==> src/rtl/seq_divider_if.sv <==
// Start/done handshake bundle between a datapath controller and the sequential divider.
// The controller holds the master modport; the divider holds the slave modport.
interface seq_divider_if #(
  parameter int WIDTH_N = 16,
  parameter int WIDTH_D = 8
);
  logic               start;
  logic [WIDTH_N-1:0] dividend;
  logic [WIDTH_D-1:0] divisor;
  logic               ready;
  logic               done;
  logic [WIDTH_N-1:0] quotient;
  logic [WIDTH_D-1:0] remainder;
  logic               div_by_zero;

  modport master (
    output start, dividend, divisor,
    input  ready, done, quotient, remainder, div_by_zero
  );

  modport slave (
    input  start, dividend, divisor,
    output ready, done, quotient, remainder, div_by_zero
  );
endinterface

==> src/rtl/seq_divider.sv <==
// Restoring shift-subtract divider: one quotient bit per clock, MSB first.
// Unsigned WIDTH_N / WIDTH_D with a start/done handshake and a divide-by-zero flag.
module seq_divider #(
  parameter int WIDTH_N = 16,
  parameter int WIDTH_D = 8
) (
  input  logic         clk,
  input  logic         rst,
  seq_divider_if.slave bus
);
  localparam int CW = (WIDTH_N > 1) ? $clog2(WIDTH_N) : 1;

  typedef enum logic [1:0] {IDLE, RUN, DONE} state_e;

  state_e             state_q, state_d;
  logic [WIDTH_N-1:0] shift_q, shift_d;
  logic [WIDTH_N-1:0] quo_q,   quo_d;
  logic [WIDTH_D-1:0] dvsr_q,  dvsr_d;
  logic [WIDTH_D-1:0] prem_q,  prem_d;
  logic [CW-1:0]      cnt_q,   cnt_d;
  logic               dbz_q,   dbz_d;

  logic [WIDTH_D:0]   trial;
  logic [WIDTH_D-1:0] diff;
  logic               ge;

  // The stored remainder is always below the divisor, so WIDTH_D bits suffice;
  // the extra partial-remainder bit only exists transiently in trial.
  always_comb begin
    trial = {prem_q, shift_q[WIDTH_N-1]};
    ge    = (trial >= {1'b0, dvsr_q});
    diff  = trial[WIDTH_D-1:0] - dvsr_q;
  end

  always_comb begin
    state_d = state_q;
    shift_d = shift_q;
    quo_d   = quo_q;
    dvsr_d  = dvsr_q;
    prem_d  = prem_q;
    cnt_d   = cnt_q;
    dbz_d   = dbz_q;
    unique case (state_q)
      IDLE: begin
        if (bus.start) begin
          shift_d = bus.dividend;
          dvsr_d  = bus.divisor;
          prem_d  = '0;
          quo_d   = '0;
          cnt_d   = '0;
          dbz_d   = 1'b0;
          if (bus.divisor == '0) begin
            quo_d   = '1;
            dbz_d   = 1'b1;
            state_d = DONE;
          end else begin
            state_d = RUN;
          end
        end
      end
      RUN: begin
        shift_d = shift_q << 1;
        quo_d   = (quo_q << 1) | WIDTH_N'(ge);
        prem_d  = ge ? diff : trial[WIDTH_D-1:0];
        cnt_d   = cnt_q + CW'(1);
        if (cnt_q == CW'(WIDTH_N - 1)) state_d = DONE;
      end
      DONE: state_d = IDLE;
      default: state_d = IDLE;
    endcase
  end

  always_ff @(posedge clk or posedge rst) begin
    if (rst) begin
      state_q <= IDLE;
      shift_q <= '0;
      quo_q   <= '0;
      dvsr_q  <= '0;
      prem_q  <= '0;
      cnt_q   <= '0;
      dbz_q   <= 1'b0;
    end else begin
      state_q <= state_d;
      shift_q <= shift_d;
      quo_q   <= quo_d;
      dvsr_q  <= dvsr_d;
      prem_q  <= prem_d;
      cnt_q   <= cnt_d;
      dbz_q   <= dbz_d;
    end
  end

  assign bus.ready       = (state_q == IDLE);
  assign bus.done        = (state_q == DONE);
  assign bus.quotient    = quo_q;
  assign bus.remainder   = prem_q;
  assign bus.div_by_zero = dbz_q;
endmodule

==> src/flat_wrapper.sv <==
// flat-port wrapper written by rule: the top's interface ports become plain ports
module seq_divider_flat 
#(
  parameter int WIDTH_N = 16,
  parameter int WIDTH_D = 8
)
  (clk, rst, bus_start, bus_dividend, bus_divisor, bus_ready, bus_done, bus_quotient, bus_remainder, bus_div_by_zero);
  seq_divider_if #(.WIDTH_N(WIDTH_N), .WIDTH_D(WIDTH_D)) bus_i ();
  input  logic clk;
  input  logic rst;
  input wire logic [$bits(bus_i.start)-1:0] bus_start;
  input wire logic [$bits(bus_i.dividend)-1:0] bus_dividend;
  input wire logic [$bits(bus_i.divisor)-1:0] bus_divisor;
  output wire logic [$bits(bus_i.ready)-1:0] bus_ready;
  output wire logic [$bits(bus_i.done)-1:0] bus_done;
  output wire logic [$bits(bus_i.quotient)-1:0] bus_quotient;
  output wire logic [$bits(bus_i.remainder)-1:0] bus_remainder;
  output wire logic [$bits(bus_i.div_by_zero)-1:0] bus_div_by_zero;
  assign bus_i.start = bus_start;
  assign bus_i.dividend = bus_dividend;
  assign bus_i.divisor = bus_divisor;
  assign bus_ready = bus_i.ready;
  assign bus_done = bus_i.done;
  assign bus_quotient = bus_i.quotient;
  assign bus_remainder = bus_i.remainder;
  assign bus_div_by_zero = bus_i.div_by_zero;
  seq_divider #(.WIDTH_N(WIDTH_N), .WIDTH_D(WIDTH_D)) u_core (.clk(clk), .rst(rst), .bus(bus_i));
endmodule
==> config.mk <==
export PLATFORM = sky130hd
export DESIGN_NAME = seq_divider_flat
export DESIGN_NICKNAME = d
export VERILOG_FILES = /design/src/rtl/seq_divider_if.sv /design/src/rtl/seq_divider.sv /design/src/flat_wrapper.sv
export SDC_FILE = /design/constraint.sdc
export NUM_CORES = 1
export LEC_CHECK = 0
export BUFFER_PORTS_ARGS = -buffer_cell sky130_fd_sc_hd__buf_2
export CORE_MARGIN = 10
export CORE_UTILIZATION = 59
export DETAILED_ROUTE_END_ITERATION = 7
export PLACE_DENSITY = 0.89
export SKIP_CTS_REPAIR_TIMING = 1
export SYNTH_ARGS = -nofsm -noshare
export SYNTH_HDL_FRONTEND = slang
export SYNTH_SLANG_ARGS = --single-unit
export TNS_END_PERCENT = 10
==> constraint.sdc <==
create_clock -name clk -period 3.75 [get_ports clk]
set_input_delay 0.375 -clock clk [delete_from_list [all_inputs] [get_ports clk]]
set_output_delay 0.375 -clock clk [all_outputs]
set_load 0.01 [all_outputs]
==> flow_metrics.env <==
export IMPL_run_status="finished clean"
export IMPL_grt_pass1_vias=2360
export IMPL_intPower_mw=1.73
export IMPL_vdd_ir_drop_worst_uv=508
export IMPL_postSynthNetCount=335
export IMPL_fp_coreArea_um2=4440
export IMPL_p_comb_share_pct=51.6
export IMPL_synth_ff_latch_count=55
export IMPL_max_freq_mhz=464
export IMPL_drtAntennaViolNets=0
export IMPL_post_place_cells=388
export IMPL_detail_route_first_pass_iterations=4
export IMPL_route_detailed_drc=0
export IMPL_timing_max_cap_violations=0
export IMPL_grt_util_all_layers_pct=16.9
export IMPL_power_share_switching_pct=42.8
export IMPL_cts_sinks=55
export IMPL_placementRows=24
export IMPL_slew_headroom_pct=39.5
export IMPL_final_setup_fails=0
export IMPL_insertedDiodeCount=0
export IMPL_tritoncts="done"
export IMPL_drt_first_iter_violations=155
export IMPL_worstPathRequired_ns=3.95
export IMPL_synth_seq_area_share_pct=50.1
export IMPL_mostFrequentLayoutCells="sky130_fd_sc_hd__nand2_1 (71), sky130_fd_sc_hd__dfrtp_1 (55), sky130_fd_sc_hd__buf_2 (53)"
export IMPL_floorplan_die_area_um2=7780
export IMPL_cts_htree_levels=2
export IMPL_avgSynthCellArea_um2=9.21
export IMPL_areaGrowthSynthToFinish_pct=13.0
export IMPL_grt_start_max_net_pins=44
export IMPL_share_clk_of_total_power_pct=13.9
export IMPL_worstSetupPathType="reg2reg"
export IMPL_aggregate_negative_setup_slack_ns=0
export IMPL_finalHoldViolCount=0
export IMPL_initial_antenna_violation_count=0
export IMPL_min_path_type="in2async"
export IMPL_layout_nets=380
export IMPL_layout_drive_gt1_share_pct=21.5
export IMPL_area_occupied_by_multi_input_gates_um2=1210
export IMPL_power_per_cell_area_nw_per_um2=977
export IMPL_seq_area_um2=1380
export IMPL_final_max_slew_viol_count=0
export IMPL_tightestPinTransition_ns=0.906
export IMPL_chipWidth_um=88.2
export IMPL_pin_count=54
export IMPL_synth_cell_types=39
export IMPL_gpl_final_weighted_congestion=0.821
export IMPL_routedWlPerCell_um=15.8
export IMPL_io_buffers=53
export IMPL_dp_hpwl_um=4440
export IMPL_vias=2245
export IMPL_power_static_leakage_nw=1.62
export IMPL_routed_wl_um=6260
export IMPL_critPathLaunchType="flip-flop"
export IMPL_net_switching_power_mw=1.30
export IMPL_wire_length_of_the_first_global_routing_pass_um=10700
export IMPL_synth_top_cell_area_share_pct=50.1
export IMPL_cts_buffers_inserted=5
export IMPL_vias_per_cell=5.67
export IMPL_clock_insertion_delay_worst_skew_ns=0.32
export IMPL_synthDominantAreaCellType="sky130_fd_sc_hd__dfrtp_1"
export IMPL_path_max_fanout=3
export IMPL_clk_pin_slew_worst_paths_ns=0.10
export IMPL_reg2regPathDepth=8
export IMPL_cts_root_to_sink_buffers=2
export IMPL_floorplan_initialDensity_pct=61.8
export IMPL_clk_root_buffer_cell="sky130_fd_sc_hd__clkbuf_8"
export IMPL_n_fill_cell=341
export IMPL_fin_crit_sh_pct=57.5
export IMPL_sequential_share_of_power_pct=34.5
export IMPL_period_minus_slack_ns=2.16
export IMPL_synth_cell_area_um2=2750
export IMPL_layout_cells_most_common="sky130_fd_sc_hd__nand2_1"
export IMPL_instances_no_fill=396
export IMPL_yosys_warnings=0
export IMPL_skew_ns=0.00895
export IMPL_synth_area_top_cells="sky130_fd_sc_hd__dfrtp_1 (50%), sky130_fd_sc_hd__nand2_1 (9.7%), sky130_fd_sc_hd__nand3_1 (8.2%)"
export IMPL_fp_dieH_um=88.2
export IMPL_grt_overflow_total=0
export IMPL_arrival_ns=2.36
export IMPL_grt_setup_unrepaired="false"
export IMPL_synthesis_instances=298
export IMPL_critical_path_endpoint_type="flip-flop"
-- per-layer routing --
layer  track usage (%)  up-vias  share of wire, %
met5                 0        -                 0
li1                  -     1105                 -
met4              5.43        0              0.74
met1              20.9     1061                42
met3              4.96        4               7.5
met2              27.9       75                49
-- synthesized netlist by cell type, drive strengths merged --
library cell / n
fa: 1
o21bai: 1
nand3: 45
and2b: 2
nor3: 1
nor2b: 4
a2bb2oi: 1
buf: 8
a22oi: 14
and2: 2
o22ai: 1
nand4: 1
a21oi: 5
inv: 11
o211ai: 1
a211o: 2
ha: 9
a21boi: 1
nand2b: 2
clkbuf: 10
o221ai: 1
o21ai: 27
a21o: 1
nor2: 10
xor2: 3
mux2i: 5
nand2: 72
dfrtp: 55
or4: 2
-- area by class of cell --
class                      instances  share of cell area [%]
clock buffer                       6                    2.66
clock inverter                     2                    1.25
inverter                          11                    1.33
multi-input combinational        214                    39.0
sequential                        55                    44.4
tap                               52                    2.10
timing repair buffer              56                    9.27
-- stage by stage --
step,total power [mW],utilization (%),cell area (µm²),hold slack (ns),worst slack (ns)
floorplan,2.28,-,2750,0.447,1.79
global placement,2.53,67.1,2980,0.456,1.72
detailed placement,2.62,67.1,2980,0.464,1.62
CTS,3.05,69.8,3100,0.258,1.61
global route,3.32,69.8,3100,0.276,1.47
finish,3.03,69.8,3100,0.225,1.59
-- cells by family (layout without fill, tap and decap cells) --
kind of cell | Yosys count | count (layout) | share of synthesized area (%)
AOI/OAI and AO/OA | 55 | 55 | 12.8
xor gates and xnor gates | 3 | 3 | 0.957
buffers and inverters | 29 | 75 | 5.74
adders and majority gates | 10 | 10 | 4.83
muxes | 5 | 5 | 1.82
and+or+nand+nor | 141 | 141 | 23.7
DFF | 55 | 55 | 50.1
-- registers in the layout, indices dropped and copies added (netlist names) --
register                flops
u_core.cnt_q                4
u_core.dvsr_q               8
u_core.state_q              2
u_core.bus.remainder        8
u_core.bus.quotient        16
u_core.bus.div_by_zero      1
u_core.shift_q             16
-- power by group through the flow --
stage               Combinational (mW)  Sequential, mW  Clock, mW
finish                            1.56            1.05      0.422
global route                      1.79            1.08      0.450
CTS                               1.58            1.04      0.428
detailed placement                1.57            1.05          0
global placement                  1.49            1.04          0
floorplan                         1.21            1.07          0
-- critical path: stages, from the launching register on --
cell	delay [ns]
sky130_fd_sc_hd__dfrtp_1	0.40
sky130_fd_sc_hd__ha_1	0.23
sky130_fd_sc_hd__fa_1	0.39
sky130_fd_sc_hd__nor2b_1	0.27
sky130_fd_sc_hd__nor3_2	0.08
sky130_fd_sc_hd__o21bai_1	0.20
sky130_fd_sc_hd__a21oi_2	0.09
sky130_fd_sc_hd__mux2i_1	0.12
sky130_fd_sc_hd__a211o_1	0.27
-- path summary, 6_finish.rpt --
check	from	end	slack (ns)
max	u_core.dvsr_q[0]	u_core.bus.remainder[6]	1.59
min	rst	u_core.shift_q[4]	0.23
max reg2reg	u_core.dvsr_q[0]	u_core.bus.remainder[6]	1.59
min reg2reg	u_core.shift_q[9]	u_core.shift_q[9]	0.48
max in group asynchronous	rst	u_core.dvsr_q[5]	2.83
min in group clk	bus_dividend[0]	u_core.shift_q[0]	0.26
Power figures use the tool's default switching activity.
